===== src/rtl/sop_eval_pkg.sv =====
// rtl/sop_eval_pkg.sv - shared state encoding and width helpers for the SOP error evaluator
package sop_eval_pkg;

    typedef enum logic [1:0] {
        IDLE  = 2'd0,
        SWEEP = 2'd1,
        DRAIN = 2'd2,
        DONE  = 2'd3
    } state_t;

    // Width of the error sum: (2^n_out-1)*2^n_in always fits in n_out+n_in bits.
    function automatic int sum_width(input int n_in, input int n_out);
        return n_in + n_out;
    endfunction

    // Width of the over-threshold counter: must hold the full count 2^n_in.
    function automatic int cnt_width(input int n_in);
        return n_in + 1;
    endfunction

endpackage


===== src/rtl/sop_abs_diff.sv =====
// rtl/sop_abs_diff.sv - combinational absolute difference of two unsigned words
module sop_abs_diff #(
    parameter int W = 3
) (
    input  logic [W-1:0] a,
    input  logic [W-1:0] b,
    output logic [W-1:0] y
);

    // Subtract the smaller from the larger so the result never underflows.
    always_comb begin
        y = '0;
        if (a >= b) begin
            y = a - b;
        end else begin
            y = b - a;
        end
    end

endmodule


===== src/rtl/sop_error_evaluator.sv =====
// rtl/sop_error_evaluator.sv - exhaustive sweep comparing exact and approximate SOP circuits
module sop_error_evaluator
    import sop_eval_pkg::*;
#(
    parameter int N_IN  = 4,
    parameter int N_OUT = 3,
    parameter int ET    = 3
) (
    input  logic                                clk,
    input  logic                                rst_n,
    input  logic                                start,
    output logic [N_IN-1:0]                     vec,
    input  logic [N_OUT-1:0]                    exact_out,
    input  logic [N_OUT-1:0]                    approx_out,
    output logic                                busy,
    output logic                                done,
    output logic [N_OUT-1:0]                    max_err,
    output logic [sum_width(N_IN, N_OUT)-1:0]   sum_err,
    output logic [cnt_width(N_IN)-1:0]          over_cnt,
    output logic                                pass
);

    localparam int              SUM_W    = sum_width(N_IN, N_OUT);
    localparam int              CNT_W    = cnt_width(N_IN);
    localparam logic [N_IN-1:0] VEC_LAST = '1;
    localparam logic [31:0]     ET_W     = 32'(ET);

    state_t           state_q;
    state_t           state_d;
    logic             armed_q;
    logic             valid_q;
    logic [N_OUT-1:0] diff_c;
    logic [N_OUT-1:0] diff_q;

    sop_abs_diff #(
        .W (N_OUT)
    ) u_abs_diff (
        .a (exact_out),
        .b (approx_out),
        .y (diff_c)
    );

    // State register.
    always_ff @(posedge clk or negedge rst_n) begin
        if (!rst_n) begin
            state_q <= IDLE;
        end else begin
            state_q <= state_d;
        end
    end

    // Next-state and status decode; start only matters in IDLE.
    always_comb begin
        state_d = state_q;
        busy    = 1'b0;
        done    = 1'b0;
        case (state_q)
            IDLE: begin
                if (start) begin
                    state_d = SWEEP;
                end
            end
            SWEEP: begin
                busy = 1'b1;
                if (armed_q && (vec == VEC_LAST)) begin
                    state_d = DRAIN;
                end
            end
            DRAIN: begin
                busy    = 1'b1;
                state_d = DONE;
            end
            DONE: begin
                done    = 1'b1;
                state_d = IDLE;
            end
            default: begin
                state_d = IDLE;
            end
        endcase
    end

    // Stimulus counter, stage-1 difference register and stage-2 accumulators.
    // The first SWEEP cycle only arms the pipeline so vec=0 gets a full
    // settling cycle like every later vector.
    always_ff @(posedge clk or negedge rst_n) begin
        if (!rst_n) begin
            vec      <= '0;
            armed_q  <= 1'b0;
            valid_q  <= 1'b0;
            diff_q   <= '0;
            max_err  <= '0;
            sum_err  <= '0;
            over_cnt <= '0;
        end else begin
            if (valid_q) begin
                if (diff_q > max_err) begin
                    max_err <= diff_q;
                end
                sum_err <= sum_err + SUM_W'(diff_q);
                if (32'(diff_q) > ET_W) begin
                    over_cnt <= over_cnt + CNT_W'(1);
                end
            end
            case (state_q)
                IDLE: begin
                    if (start) begin
                        vec      <= '0;
                        armed_q  <= 1'b0;
                        valid_q  <= 1'b0;
                        diff_q   <= '0;
                        max_err  <= '0;
                        sum_err  <= '0;
                        over_cnt <= '0;
                    end
                end
                SWEEP: begin
                    if (!armed_q) begin
                        armed_q <= 1'b1;
                    end else begin
                        diff_q  <= diff_c;
                        valid_q <= 1'b1;
                        if (vec != VEC_LAST) begin
                            vec <= vec + 1'b1;
                        end
                    end
                end
                DRAIN: begin
                    valid_q <= 1'b0;
                end
                default: begin
                end
            endcase
        end
    end

    // Verdict follows the worst-case error directly.
    always_comb begin
        pass = (32'(max_err) <= ET_W);
    end

endmodule


===== config.mk =====
export PLATFORM = sky130hd
export DESIGN_NAME = sop_error_evaluator
export DESIGN_NICKNAME = d
export VERILOG_FILES = /design/src/rtl/sop_eval_pkg.sv /design/src/rtl/sop_abs_diff.sv /design/src/rtl/sop_error_evaluator.sv
export SDC_FILE = /design/constraint.sdc
export NUM_CORES = 1
export LEC_CHECK = 0
export CAP_MARGIN = 25
export CORE_ASPECT_RATIO = 0.6
export CORE_MARGIN = 4
export CORE_UTILIZATION = 45
export CTS_BUF_LIST = sky130_fd_sc_hd__clkbuf_4
export DETAILED_ROUTE_END_ITERATION = 8
export GPL_TIMING_DRIVEN = 1
export PLACE_DENSITY = 0.68
export SLEW_MARGIN = 20
export SYNTH_ARGS = -nofsm -noshare
export SYNTH_HDL_FRONTEND = slang
export SYNTH_SLANG_ARGS = --single-unit

===== constraint.sdc =====
create_clock -name clk -period 2.7 [get_ports clk]
set_clock_uncertainty 0.1 [all_clocks]
set_input_delay 0.675 -clock clk [delete_from_list [all_inputs] [get_ports clk]]
set_output_delay 0.675 -clock clk [all_outputs]
set_load 0.02 [all_outputs]

==> results of run 1 <==
[layout by cell type, fill, tap and decap left out, drive strengths merged, types with 4 or more instances in the layout]
cell type	Yosys	final
nand3	6	6
clkdlybuf4s50	0	30
nor2	22	22
inv	19	19
o21ai	4	4
mux2i	6	6
dfrtp	26	26
nand2	7	7
xor2	5	5
nand2b	4	4
ha	17	17
xnor2	4	4
a21oi	7	7
[worst max-delay path, stage by stage, from the launching register on]
cell and delay (ns):
dfrtp_1 0.42, inv_1 0.08, ha_1 0.30, clkdlybuf4s50_1 0.60
[per-stage QoR]
step           worst slack [ns]  setup TNS (ns)  cells
2_1_floorplan             0.625               0    167
3_3_place_gp             0.0727               0    239
3_5_place_dp            -0.0163         -0.0163    239
4_1_cts                   0.168               0    243
5_1_grt                  0.0738               0    243
6_report                  0.189               0    243
[power breakdown]
| group | internal [mW] | leakage [nW] | switching (mW) | total, mW |
|---|---|---|---|---|
| sequential | 0.513 | 0.343 | 0.151 | 0.664 |
| combinational | 0.512 | 0.577 | 0.588 | 1.10 |
| clock | 0.150 | 0.0279 | 0.124 | 0.274 |
[Yosys cell counts, types with 3 or more instances]
master	n
a211oi_1	3
a21oi_1	7
clkbuf_1	3
dfrtp_1	26
fa_1	3
ha_1	17
inv_1	19
mux2i_1	6
nand2_1	7
nand2b_1	3
nand3_1	6
nor2_1	22
o21ai_0	4
xnor2_1	4
xor2_1	5
[layout make-up]
cell class / instances / area [um^2] / share of cell area, %
well taps: 45 / 56.3 / 2.76
clock inverters: 1 / 30.0 / 1.47
repair buffers: 32 / 315 / 15.5
inverters: 19 / 71.3 / 3.50
clock buffers: 3 / 22.5 / 1.10
flip-flops and latches: 26 / 651 / 31.9
multi-input cells: 117 / 893 / 43.8
[cell families after synthesis]
family                     count (synthesis)  synth area share [%]
AOI/OAI and AO/OA                         30                  13.2
xor gates and xnor gates                   9                  4.80
adders and majority gates                 20                  16.6
buffers and inverters                     24                  6.02
DFF                                       26                  39.6
muxes                                      8                  5.03
and+or+nand+nor                           50                  14.8
[worst paths after layout]
kind	from	endpoint	slack (ns)
worst min register to register	over_cnt[4]$_DFF_PN0_	over_cnt[4]$_DFF_PN0_	0.46
worst max-delay path	state_q[0]$_DFFE_PN0P_	busy	0.19
worst min-delay path	over_cnt[4]$_DFF_PN0_	over_cnt[4]$_DFF_PN0_	0.46
worst max register to register	state_q[1]$_DFFE_PN0P_	vec[3]$_DFFE_PN0P_	0.66
max in group asynchronous	rst_n	armed_q$_DFFE_PN0P_	1.65
min in group asynchronous	rst_n	sum_err[5]$_DFF_PN0_	0.57
[flip-flops by register name (all words and copies together), names as in the netlist]
signal and count:
armed_q 1, diff_q 3, max_err 3, over_cnt 5, state_q 2, sum_err 7, valid_q 1, vec 4
[routing by layer]
metal,global-route usage [%],up-vias,wire [um]
li1,-,633,-
met1,20.6,640,1670
met2,28.9,27,1600
met3,4.21,2,147
met4,2.37,0,10
met5,0,-,0
==> results.yml, run 1 <==
setup_path:
  worst_ep_arrival_time_ns: 1.74
  path_max_fanout: 4
  cp.required_ns: 1.92
  endpoint_kind: "output port"
  r2r_cells: 6
  critPathLaunchType: "flop"
  crit_type: "reg2out"
place:
  hpwl_um: 2720
  place.gp.congestion: 0.832
  place_area_mm2: 0.00199
  port_buffers: 30
logic_synthesis:
  synth_seq_area_share_pct: 39.6
  synth_top_flop_cell: "dfrtp_1"
  syn-num-nets: 196
  syn_area_per_cell_um2: 9.84
  async_flop_share_pct: 100
  ys_ff_latch: 26
  synthCells: 167
  yosys.area.top_type: "dfrtp_1"
  synth_edf_count: 0
  yosysUniqueCellTypes: 39
  yosysWarnings: 0
  synth_top_area_share_pct: 39.6
  syn_area_mm2: 0.00164
  synth_area_leaders: "dfrtp_1 (40%), ha_1 (13%), nor2_1 (5.0%), inv_1 (4.3%), fa_1 (3.7%)"
clock_tree:
  clk_latency_ns: 0.33
  cts_tree: "built"
  clockBufferDepth: 2
  cts-resized-gates: 0
  cts.sinks: 26
  cts_inserted_buffers: 3
  hold_buffers: 0
  post_cts_buffers: 0
  cts-root-buf: "clkbuf_4"
  clk_pin_slew_worst_paths_ns: 0.16
  htree_levels: 1
final_layout:
  diodes: 0
  fillers: 309
  syn2layout_area_growth_pct: 24.1
  final_util_pct: 60.3
  drive_above_1_share_pct: 6.06
  finalInstanceArea_mm2: 0.00204
  fin_nets: 228
power:
  ir_drop_uv: 680
  p_per_area_mw_per_mm2: 999
  p_leak_nw: 0.948
  finalPower_mw: 2.04
global_route:
  grt_pass1_wl_um: 5870
  grt_pass1_vias: 1301
  grt_max_degree: 27
  grt.total_usage_pct: 16.2
  overflow: 0
  antenna_found_initial: 0
routing:
  routed_wirelength_um: 3430
  ant_nets: 0
  drtPass1Iterations: 4
  dr.first_iter.drc_count: 39
  drc: 0
  via_per_inst: 5.36
  wl_per_cell_um: 14.1
  via_count: 1302
outcome:
  status: "finished, final reports clean"
sta:
  post-route-period-util_pct: 93.0
  fmax_mhz: 398
  finalSetupViolCount: 0
  rsz0062_at_grt: "false"
  relSlewSlack_pct: 72.4
  period_minus_slack_ns: 2.51
  tightest_slew_ns: 0.414
  slew_violations: 0
  whs_ns: 0.457
  finalHoldViolCount: 0
die:
  core_mm2: 0.00338
  dieArea_mm2: 0.00471
  start_util_pct: 48.6
  die_y_um: 54.8
  io_pins: 31
  die_width_um: 86.0
  core.rowCount: 16
hold_path:
  hold_path_class: "reg2reg"
  whs_path_depth: 2
run:
  cap_violations: 0
(Power assumes the default switching activity.)
==> inputs of run 2 (changes only) <==
Settings changed: CORE_MARGIN 4 to unset.
==> run 2 against run 1 <==
Against the previous run: maximum frequency up 0.11%; via count down 1.5%; global-route usage up 4.2 points; first-iteration DRC count down 46%; worst setup slack better by 0.0027 ns; register-to-register slack worse by 0.02 ns; sequential cell count unchanged; routed wire length down 1.4%; combinational power about the same; utilization down 0.42 points; power down 5.3%; cell count unchanged.
==> results.yml, run 2 (synthesized netlist as in run 1, its figures left out) <==
power:
  finalPower_mw: 1.93
  switching_share_pct: 44.1
  seq_power_share_pct: 34.4
  cellInternalPower_mw: 1.08
  p_clk_share_pct: 9.0
  ir_drop_uv: 590
  p_leak_nw: 0.936
  pwr-share-comb_pct: 56.6
  p_per_area_mw_per_mm2: 959
  p_sw_uw: 852
hold_path:
  hold_path_class: "reg2reg"
  whs_path_depth: 2
die:
  die_y_um: 48.8
  die_width_um: 80.0
  io_pins: 31
  core_mm2: 0.00336
  dieArea_mm2: 0.00390
  start_util_pct: 48.8
  core.rowCount: 16
clock_tree:
  cts_tree: "built"
  cts_inserted_buffers: 3
  clk_latency_ns: 0.33
  hold_buffers: 0
  htree_levels: 1
  cts-root-buf: "clkbuf_4"
  post_cts_buffers: 0
  cts-resized-gates: 0
  cts.sinks: 26
  clockBufferDepth: 2
  clk_pin_slew_worst_paths_ns: 0.15
final_layout:
  diodes: 0
  finalInstanceArea_mm2: 0.00201
  top_regs: "sum_err: 7 flops, over_cnt: 5 flops, vec: 4 flops"
  drive_above_1_share_pct: 5.56
  syn2layout_area_growth_pct: 22.5
  fin_nets: 228
  regMostFlops: "sum_err"
  final_cell_mix: "clkdlybuf4s50_1 (30), dfrtp_1 (26), nor2_1 (22)"
  fillers: 284
  final_common_cell: "clkdlybuf4s50_1"
  largest_reg_flops: 7
global_route:
  grt_max_degree: 27
  overflow: 0
  grt_pass1_wl_um: 6180
  grt_pass1_vias: 1399
  grt.total_usage_pct: 20.4
  antenna_found_initial: 0
setup_path:
  crit_path_cell_trace: "inv_1 > ha_1 > clkdlybuf4s50_1"
  endpoint_kind: "output port"
  r2r_cells: 6
  cp_slowest_cell: "clkdlybuf4s50_1"
  critPathLaunchType: "flop"
  cp.required_ns: 1.92
  path_max_fanout: 4
  crit_type: "reg2out"
  worst_ep_arrival_time_ns: 1.73
  max_stage_delay_ns: 0.60
  r2r_setup_slack_ns: 0.64
outcome:
  status: "finished, final reports clean"
sta:
  rsz0062_at_grt: "false"
  post-route-period-util_pct: 92.9
  finalSetupViolCount: 0
  relSlewSlack_pct: 74.0
  setup-tns-final_ns: 0
  slew_violations: 0
  finalHoldViolCount: 0
  tightest_slew_ns: 0.390
  period_minus_slack_ns: 2.51
  fmax_mhz: 399
place:
  port_buffers: 30
  place.gp.congestion: 0.856
  hpwl_um: 2670
  place_area_mm2: 0.00199
routing:
  dr.first_iter.drc_count: 21
  ant_nets: 0
  wl_per_cell_um: 13.9
  drtPass1Iterations: 4
  via_per_inst: 5.28
  routed_wirelength_um: 3390
  drc: 0
  via_count: 1282
run:
  cap_violations: 0
[run 2: stage by stage]
| step | util (%) | hold slack, ns | std cells | setup WS (ns) |
|---|---|---|---|---|
| 2_1_floorplan | - | 0.279 | 167 | 0.625 |
| 3_3_place_gp | 59.1 | 0.420 | 239 | 0.0735 |
| 3_5_place_dp | 59.1 | 0.430 | 239 | 0.0571 |
| 4_1_cts | 59.9 | 0.467 | 243 | 0.169 |
| 5_1_grt | 59.9 | 0.501 | 243 | 0.0835 |
| 6_report | 59.9 | 0.461 | 243 | 0.192 |
[run 2: path summary, 6_finish.rpt]
kind | start | to
setup / recovery | state_q[0]$_DFFE_PN0P_ | busy
hold / removal | over_cnt[4]$_DFF_PN0_ | over_cnt[4]$_DFF_PN0_
setup reg to reg | state_q[0]$_DFFE_PN0P_ | vec[3]$_DFFE_PN0P_
hold reg to reg | over_cnt[4]$_DFF_PN0_ | over_cnt[4]$_DFF_PN0_
max in group asynchronous | rst_n | armed_q$_DFFE_PN0P_
min in group asynchronous | rst_n | max_err[1]$_DFF_PN0_
[run 2: layer usage]
layer  GRT usage, %  routed length (um)  up-vias
li1               -                   -      632
met1           25.8                1600      620
met2           35.0                1640       22
met3           4.49                  89        8
met4           5.65                  54        0
met5              0                   0        -
[run 2: area by class of cell]
type	instances	area [um^2]	area share (%)
flip-flops and latches	26	651	32.3
well taps	45	56.3	2.80
inverters	19	71.3	3.54
clock inverters	1	3.75	0.186
repair buffers	32	315	15.7
clock buffers	3	22.5	1.12
multi-input cells	117	893	44.4
[run 2: power by group through the flow]
stage | clock network (mW) | registers [mW] | logic, mW
2_1_floorplan | 0 | 0.713 | 0.681
3_3_place_gp | 0 | 0.660 | 1.05
3_5_place_dp | 0 | 0.673 | 1.09
4_1_cts | 0.183 | 0.664 | 1.10
5_1_grt | 0.199 | 0.690 | 1.21
6_report | 0.174 | 0.665 | 1.09
[run 2: worst max-delay path: cells and delay by family, from the launching register on]
kind / cells / cell delay [ns]
adder cells (fa/ha/maj): 1 / 0.30
buffers and inverters: 2 / 0.68
flip-flops: 1 / 0.43
